==> config.mk <==
export PLATFORM = sky130hd
export DESIGN_NAME = pc_sequencer
export DESIGN_NICKNAME = d
export VERILOG_FILES = /design/src/rtl/pc_sequencer_pkg.sv /design/src/rtl/pc_sequencer_flush_counter.sv /design/src/rtl/pc_sequencer.sv
export SDC_FILE = /design/constraint.sdc
export NUM_CORES = 1
export LEC_CHECK = 0
export BUFFER_PORTS_ARGS = -buffer_cell sky130_fd_sc_hd__buf_2
export CORE_MARGIN = 5
export CORE_UTILIZATION = 29
export CTS_BUF_LIST = sky130_fd_sc_hd__clkbuf_4
export DETAILED_ROUTE_END_ITERATION = 8
export MAX_ROUTING_LAYER = met4
export PLACE_DENSITY_LB_ADDON = 0.1
export SYNTH_ARGS = -nofsm -noshare
export SYNTH_HDL_FRONTEND = slang
export SYNTH_SLANG_ARGS = --single-unit
==> constraint.sdc <==
create_clock -name clk -period 6.8 [get_ports clk]
set_input_delay 1.7 -clock clk [delete_from_list [all_inputs] [get_ports clk]]
set_output_delay 1.7 -clock clk [all_outputs]
set_load 0.005 [all_outputs]
==> src/rtl/pc_sequencer_pkg.sv <==
// Shared constants for the PC sequencer: next-PC select codes, FSM states, counter width.
package pc_sequencer_pkg;

    localparam int unsigned PC_SRC_W    = 3;
    localparam int unsigned FLUSH_CNT_W = 4;

    typedef enum logic [PC_SRC_W-1:0] {
        SRC_SEQ      = 3'b000,
        SRC_EXC      = 3'b001,
        SRC_BRANCH   = 3'b010,
        SRC_HALT     = 3'b011,
        SRC_ROLLBACK = 3'b100
    } pc_src_e;

    typedef enum logic [1:0] {
        ST_RUN  = 2'b00,
        ST_HALT = 2'b01,
        ST_EXC  = 2'b10
    } seq_state_e;

endpackage

==> src/rtl/pc_sequencer_flush_counter.sv <==
// Fetch-suppression counter used after exception entry; done_c flags the last flush cycle.
module flush_counter
    import pc_sequencer_pkg::*;
(
    input  logic                   clk,
    input  logic                   rst,
    input  logic                   load,
    input  logic [FLUSH_CNT_W-1:0] load_val,
    input  logic                   dec,
    output logic                   done_c
);

    logic [FLUSH_CNT_W-1:0] count;

    // Load wins over decrement so exception re-entry restarts the flush window.
    always_ff @(posedge clk or posedge rst) begin
        if (rst) begin
            count <= '0;
        end else if (load) begin
            count <= load_val;
        end else if (dec && (count != '0)) begin
            count <= count - FLUSH_CNT_W'(1);
        end
    end

    assign done_c = (count == FLUSH_CNT_W'(1));

endmodule

==> src/rtl/pc_sequencer.sv <==
// Program-counter sequencer: sequential/branch/rollback PC update with HALT and exception flush states.
module pc_sequencer
    import pc_sequencer_pkg::*;
#(
    parameter int unsigned          PC_WIDTH     = 32,
    parameter logic [PC_WIDTH-1:0]  RESET_PC     = '0,
    parameter logic [PC_WIDTH-1:0]  EXC_VECTOR   = PC_WIDTH'(1000),
    parameter int unsigned          FLUSH_CYCLES = 2
) (
    input  logic                clk,
    input  logic                rst,
    input  logic [PC_SRC_W-1:0] PC_src,
    input  logic                pc_write,
    input  logic [PC_WIDTH-1:0] branch_target,
    input  logic [PC_WIDTH-1:0] rollback_pc,
    input  logic                resume,
    output logic [PC_WIDTH-1:0] PC,
    output logic                fetch_valid,
    output logic                halted,
    output logic [PC_WIDTH-1:0] epc,
    output logic                src_err
);

    localparam logic [FLUSH_CNT_W-1:0] FLUSH_LOAD = FLUSH_CNT_W'(FLUSH_CYCLES);

    seq_state_e          state;
    seq_state_e          state_next;
    logic [PC_WIDTH-1:0] pc_next;
    logic [PC_WIDTH-1:0] pc_inc;
    logic                epc_load;
    logic                cnt_load;
    logic                cnt_dec;
    logic                flush_done;
    logic                src_err_set;

    assign pc_inc = PC + PC_WIDTH'(1);

    // State register; status flags are registered decodes of the next state.
    always_ff @(posedge clk or posedge rst) begin
        if (rst) begin
            state       <= ST_RUN;
            fetch_valid <= 1'b1;
            halted      <= 1'b0;
        end else begin
            state       <= state_next;
            fetch_valid <= (state_next == ST_RUN);
            halted      <= (state_next == ST_HALT);
        end
    end

    // Next-state and next-PC selection.
    always_comb begin
        state_next  = state;
        pc_next     = PC;
        epc_load    = 1'b0;
        cnt_load    = 1'b0;
        cnt_dec     = 1'b0;
        src_err_set = 1'b0;
        case (state)
            ST_RUN: begin
                case (PC_src)
                    SRC_EXC: begin
                        pc_next    = EXC_VECTOR;
                        epc_load   = 1'b1;
                        cnt_load   = 1'b1;
                        state_next = ST_EXC;
                    end
                    SRC_ROLLBACK: pc_next = rollback_pc;
                    SRC_HALT:     state_next = ST_HALT;
                    SRC_BRANCH: begin
                        if (pc_write) pc_next = branch_target;
                    end
                    SRC_SEQ: begin
                        if (pc_write) pc_next = pc_inc;
                    end
                    default: begin
                        src_err_set = 1'b1;
                        if (pc_write) pc_next = pc_inc;
                    end
                endcase
            end
            ST_HALT: begin
                if (PC_src == SRC_EXC) begin
                    pc_next    = EXC_VECTOR;
                    epc_load   = 1'b1;
                    cnt_load   = 1'b1;
                    state_next = ST_EXC;
                end else if (resume) begin
                    pc_next    = pc_inc;
                    state_next = ST_RUN;
                end
            end
            ST_EXC: begin
                // Re-entry restarts the flush but keeps the original epc.
                if (PC_src == SRC_EXC) begin
                    pc_next  = EXC_VECTOR;
                    cnt_load = 1'b1;
                end else begin
                    cnt_dec = 1'b1;
                    if (flush_done) state_next = ST_RUN;
                end
            end
            default: state_next = ST_RUN;
        endcase
    end

    // PC, exception PC and sticky illegal-select flag.
    always_ff @(posedge clk or posedge rst) begin
        if (rst) begin
            PC      <= RESET_PC;
            epc     <= '0;
            src_err <= 1'b0;
        end else begin
            PC <= pc_next;
            if (epc_load)    epc     <= PC;
            if (src_err_set) src_err <= 1'b1;
        end
    end

    flush_counter u_flush_counter (
        .clk      (clk),
        .rst      (rst),
        .load     (cnt_load),
        .load_val (FLUSH_LOAD),
        .dec      (cnt_dec),
        .done_c   (flush_done)
    );

endmodule
Word-level counts from Yosys, hierarchy flattened
Cells that the tools add are included.
- bits in registers: 73
- word-level logic and storage cells: 55
- output and inout port bits: 67
- input port bits: 71
- mux-type cells: 22
- equality and inequality tests: 13
- add/sub/neg operators: 2
- reductions and logical operators: 11
- operators by type and width (operator ; number):
    32-bit two-way mux ; 5
    32-bit one-hot mux with 4 select lines ; 1
    32-bit one-hot mux with 3 select lines ; 1
    32-bit by 1-bit adder with 32-bit output (second input constant) ; 1
    2-bit two-way mux ; 4
    4-bit two-way mux ; 2
    1-bit two-way mux ; 7
    3-bit by 2-bit equality test with 1-bit output (second input constant) ; 2
    3-bit inequality test (second input constant) ; 2
    2-bit one-hot mux with 3 select lines ; 1
    6-bit AND reduction ; 1
    5-bit OR reduction ; 1
    2-bit by 1-bit equality test with 1-bit output (second input constant) ; 2
    4-bit by 1-bit equality test with 1-bit output (second input constant) ; 1
    2-bit logical NOT ; 2
    2-bit inequality test (second input constant) ; 2
    4-bit by 3-bit inequality test with 1-bit output (second input constant) ; 1
    2-bit one-hot mux with 2 select lines ; 1
    4-bit nonzero test ; 1
    4-bit by 1-bit subtractor with 4-bit output (second input constant) ; 1
    3-bit by 1-bit equality test with 1-bit output (second input constant) ; 1
    3-bit equality test (second input constant) ; 1
    3-bit logical NOT ; 1
    3-bit nonzero test ; 1
    other kinds (5) ; 5

Depth between registers and ports, before layout
- word-level depth: 6
- depth in mapped cells: 9
- mapped depth without buffers: 7

Modules after synthesis
Synthesis repeated with hierarchy kept, for this count alone.
- cell total of the unflattened synthesis: 472
- area, all modules: 4395.5 µm²
- by module, submodules not included (module ; area each (µm²) ; times used ; cells each ; seq. area each (µm²)):
    pc_sequencer ; 4108.9 ; 1 ; 442 ; 1727.9
    flush_counter ; 286.5 ; 1 ; 30 ; 100.1

Least setup slack after synthesis
Ideal clock, no wire load.
- kind: in2reg
- start: input port PC_src[2]
- end: register PC[25]
- setup slack: 3465 ps
- setup time: 142 ps
- required time: 6658 ps
- path buffers: 3
- arrival time: 3192 ps
- cell stages on the path: 8
- cell sequence: buf_2 > or3b_1 > clkbuf_1 > o2111ai_2 > buf_2 > nor3_1 > a21oi_1 > o221ai_1
- longest elaborated chain between the ends: 3
- elaborated cells on any way between the ends: 13
- classes of those cells: eq/ne: 9; mux: 3; reduce/logical: 1
- ends and longest elaborated chain (item ; RTL line ; text):
    start, declared ; pc_sequencer.sv:12 ; input logic [PC_SRC_W-1:0] PC_src,
    3-bit by 2-bit equality test with 1-bit output, or another cell as far along ; pc_sequencer.sv:61 ; case (PC_src)
    32-bit one-hot mux with 4 select lines, or another cell as far along ; pc_sequencer.sv:61 ;
    32-bit one-hot mux with 3 select lines / 6-bit AND reduction (equally long branches) ; n/a ;
    end signal, assigned ; pc_sequencer.sv:114 ; PC <= pc_next;
    end, declared ; pc_sequencer.sv:17 ; output logic [PC_WIDTH-1:0] PC,
Several ways; a longest one is shown, not always the timed one.
A chain may end at the register's enable or synchronous reset.

Final worst setup path
- start: input port PC_src[0]
- end: register PC[6]
The elaborated chain is that of the path after synthesis.

==> flow_summary_export.csv <==
group,metric,value,unit
routing,drt_pre_antenna_iters,4,
floorplan,die_height,137,um
sta,postLayoutSetupSlackWorst,2.80,ns
routing,vias,4498,
synth,synthesis.area,0.00465,mm^2
placed_design,routabilityCongestion,0.804,
power_and_ir_drop,p_leak,0.00252,uW
power_and_ir_drop,fraction_of_power_consumed_by_sequential_logic,37.6,%
power_and_ir_drop,p_total,2250,uW
critical_path,worst-r2r-setup-slack,3.99,ns
worst_hold_path,hold_path.class,"reg -> reg",
critical_path,path_delay_family,"simple AND/OR/NAND/NOR gates",
critical_path,critical_path.most_common_cell,"sky130_fd_sc_hd__buf_4",
clocking,post_cts_hold_buffer_count,0,
floorplan,floorplan.die_area,0.0187,mm^2
critical_path,critical-path-slowest-cell,"sky130_fd_sc_hd__nor3b_2",
clocking,cts_resized,0,
clocking,max-clock-path-buffers,2,
synth,synthDominantCellAreaShare,38.7,%
clocking,numCtsBuffers,9,
routing,finalWirelength,15.5,mm
synth,synth_sequential_area_ratio,39.3,%
critical_path,start_kind,"input pin",
critical_path,path_class,"in -> reg",
sta,timing.final.crit_share,58.8,%
synth,yosys_register_bits,73,
floorplan,design.core.area,0.0158,mm^2
power_and_ir_drop,internal_power,1250,uW
run,maxCapViolations,0,
critical_path,r2r_end,"PC[6]",
synth,synthesis.instances,506,
critical_path,critical_path_peak_fanout,27,
clocking,clkSinkCount,73,
global_routing,global_routing_usage_summed_across_all_routing_layers,17.4,%
global_routing,grt_antenna_before_repair,0,
global_routing,grt_pass1_wl,24.7,mm
power_and_ir_drop,clk_pwr_share,14.5,%
critical_path,rr_startpoint,"state[0]",
critical_path,end_kind,"register",
placed_design,dp_slack,2.34,ns
sta,final-hold-violation-count,0,
floorplan,initial_utilization,29.4,%
routing,detail-route-antenna-nets,0,
placed_design,detailed_place_hpwl,11.0,mm
placed_design,io_buffer_count,137,
global_routing,grt.overflow.total,0,
floorplan,fp.dieW,137,um
sta,rsz0062_at_grt,"false",
power_and_ir_drop,power.combinational.fraction,48.0,%
global_routing,grt_max_degree,74,
layout,finalInstanceArea,0.00566,mm^2
clocking,path_clk_slew,0.12,ns
clocking,cts_tree,"yes",
status,outcome,"completed",
critical_path,path_cells,"buf_2, nor3b_2, buf_4, a2111o_1, nand3_1, buf_4, nor2_1, a221oi_1",
clocking,cts.repair_timing.setup_buffer_count,0,
sta,max_fclk,250,MHz
power_and_ir_drop,ir_worst_vdd,139,uV
sta,finClkSkew,0.0197,ns
power_and_ir_drop,switching_power_summed_over_all_nets,1010,uW
worst_hold_path,min_delay_path_depth,1,
routing,drc,0,
synth,synth_fp_nets,584,
sta,period_needed,4.00,ns
clocking,clock_insertion_delay_worst_skew,0.45,ns
sta,slew_of_the_pin_with_the_lowest_slew_margin,1.19,ns
sta,setup_tns_final,0,ns
layout,layout.nets,698,
synth,synthesis.yosys.warnings,0,
routing,post_drt_via_cell_ratio,5.35,
power_and_ir_drop,power_density,398,mW/mm^2
clocking,cts_root_buf,"sky130_fd_sc_hd__clkbuf_4",
clocking,cts_htree_levels,3,
power_and_ir_drop,switching_share,44.7,%
critical_path,total_stage_count_of_the_critical_path,8,
synth,synth-edff-count,0,
placed_design,placement.cell_area,0.00550,mm^2
synth,synth_top_cell_by_area,"sky130_fd_sc_hd__dfrtp_1",
critical_path,worstPathRequired,7.12,ns
routing,drt_first_iter_violations,204,
critical_path,worst-r2r-cell-count,7,
synth,post_synthesis_async_set_or_reset_flop_share,100,%
synth,synth_top_flop_cell,"sky130_fd_sc_hd__dfrtp_1",
routing,wl_per_cell,18.4,um
floorplan,num_io_pins,138,
sta,hold_slack,0.473,ns
synth,synth_area_per_cell,9.20,um^2
critical_path,arr_time_crit_path,4.32,ns
layout,num-fill-cells,1651,
layout,diodes,0,
synth,synth.distinct_cells,75,
sta,worst_slew_margin_relative_to_its_limit,20.3,%
global_routing,first_global_vias,4555,
sta,report.final.slew_viol_count,0,
floorplan,core.rowCount,46,
layout,drive_above_1_share,34.7,%
sta,setup_viol,0,
layout,area_growth,21.6,%
worst_hold_path,hold_path_end,"src_err",
worst_hold_path,hp-start,"src_err",
synth,cell_types_with_the_largest_area_share_after_synthesis,"sky130_fd_sc_hd__dfrtp_1 (39%), sky130_fd_sc_hd__mux2_2 (7.7%), sky130_fd_sc_hd__a22oi_1 (4.4%)",
critical_path,crit_path_max_incr_delay,0.48,ns
critical_path,wp_buf_inv,3,
-- stage by stage --
step	cells	utilization, %
4_1_cts	841	35.8
6_report	841	35.8
5_1_grt	841	35.8
3_5_place_dp	825	34.8
3_3_place_gp	825	34.8
2_1_floorplan	506	-
-- power groups by stage --
stage | logic, uW | clock network, uW | registers [uW]
detailed placement | 1090 | 0 | 859
global route | 1220 | 357 | 880
finish | 1080 | 326 | 847
global placement | 1070 | 0 | 849
floorplan | 718 | 0 | 798
CTS | 1100 | 342 | 849
-- cell usage after synthesis, drive strengths merged (13+ instances only) --
cell and count:
nand2 31, nor3 13, a21oi 22, inv 13
mux2 32, dfrtp 72, o21ai 33, nand3 13
clkbuf 27, nand4 13, a22oi 27, buf 14
nor2 51
-- state kept, by name, indices dropped and copies added, names as in the netlist --
signal,count
PC,32
epc,32
fetch_valid,1
halted,1
src_err,1
state,2
u_flush_counter.count,4
-- cells in the final DEF (no fill, tap or decap), types with 3 or more instances in the layout --
master                     Yosys  final
sky130_fd_sc_hd__buf_2        12    137
sky130_fd_sc_hd__dfrtp_1      72     72
sky130_fd_sc_hd__nor2_1       50     50
sky130_fd_sc_hd__mux2_2       32     32
sky130_fd_sc_hd__nand2_1      31     31
sky130_fd_sc_hd__a22oi_1      27     27
sky130_fd_sc_hd__o21ai_0      24     24
sky130_fd_sc_hd__a21oi_1      22     22
sky130_fd_sc_hd__nand3_1      13     13
sky130_fd_sc_hd__inv_1        13     12
sky130_fd_sc_hd__nor3_1       12     12
sky130_fd_sc_hd__nand4_1      11     11
sky130_fd_sc_hd__clkbuf_4      0     10
sky130_fd_sc_hd__o21ai_1       9      8
sky130_fd_sc_hd__a22o_1        8      8
sky130_fd_sc_hd__nand2b_1      7      7
sky130_fd_sc_hd__xnor2_1       7      7
sky130_fd_sc_hd__ha_1          7      7
sky130_fd_sc_hd__buf_4         0      7
sky130_fd_sc_hd__nor4_1        6      6
sky130_fd_sc_hd__o22ai_1       6      6
sky130_fd_sc_hd__a211o_1       6      6
sky130_fd_sc_hd__or2_2         5      5
sky130_fd_sc_hd__a31oi_1       5      5
sky130_fd_sc_hd__o221ai_1      5      5
sky130_fd_sc_hd__a21o_1        4      4
sky130_fd_sc_hd__and3_1        4      4
sky130_fd_sc_hd__a211oi_1      4      4
sky130_fd_sc_hd__o31ai_1       4      4
sky130_fd_sc_hd__a221oi_1      4      4
sky130_fd_sc_hd__clkinv_2      0      4
sky130_fd_sc_hd__a41oi_1       4      4
sky130_fd_sc_hd__and2_1        3      3
sky130_fd_sc_hd__or4_1         3      3
-- how the worst max path moves through the flow --
| stage | start | to |
|---|---|---|
| floorplan | rst | PC[0] |
| global placement | PC_src[0] | PC[5] |
| detailed placement | PC_src[0] | PC[6] |
| CTS | PC_src[0] | PC[6] |
| global route | PC_src[0] | PC[3] |
| finish | PC_src[0] | PC[6] |
-- logic make-up after synthesis --
kind of cell / after synthesis / synth area share, %
DFF: 73 / 39.3
adders and majority gates: 7 / 1.88
and+or+nand+nor: 172 / 20.1
muxes: 34 / 8.17
AOI/OAI and AO/OA: 157 / 24.0
buffers and inverters: 54 / 4.84
xor gates and xnor gates: 9 / 1.69
-- metal layers --
layer  track usage [%]  wire length, um  up-vias
met3              3.31              871       15
met4              4.42              148        0
met2              28.7             7630      126
li1                  -                -     2142
met5                 -                0        -
met1              22.0             6830     2215
-- cell type report --
class | count | area [um^2] | area share, %
Sequential cell | 73 | 1830 | 32.3
Tap cell | 216 | 270 | 4.77
Clock inverter | 6 | 82.6 | 1.46
Inverter | 13 | 50.0 | 0.884
Multi-Input combinational cell | 379 | 2620 | 46.2
Timing Repair Buffer | 144 | 738 | 13.0
Clock buffer | 10 | 75.1 | 1.33
(Power assumes the default switching activity.)
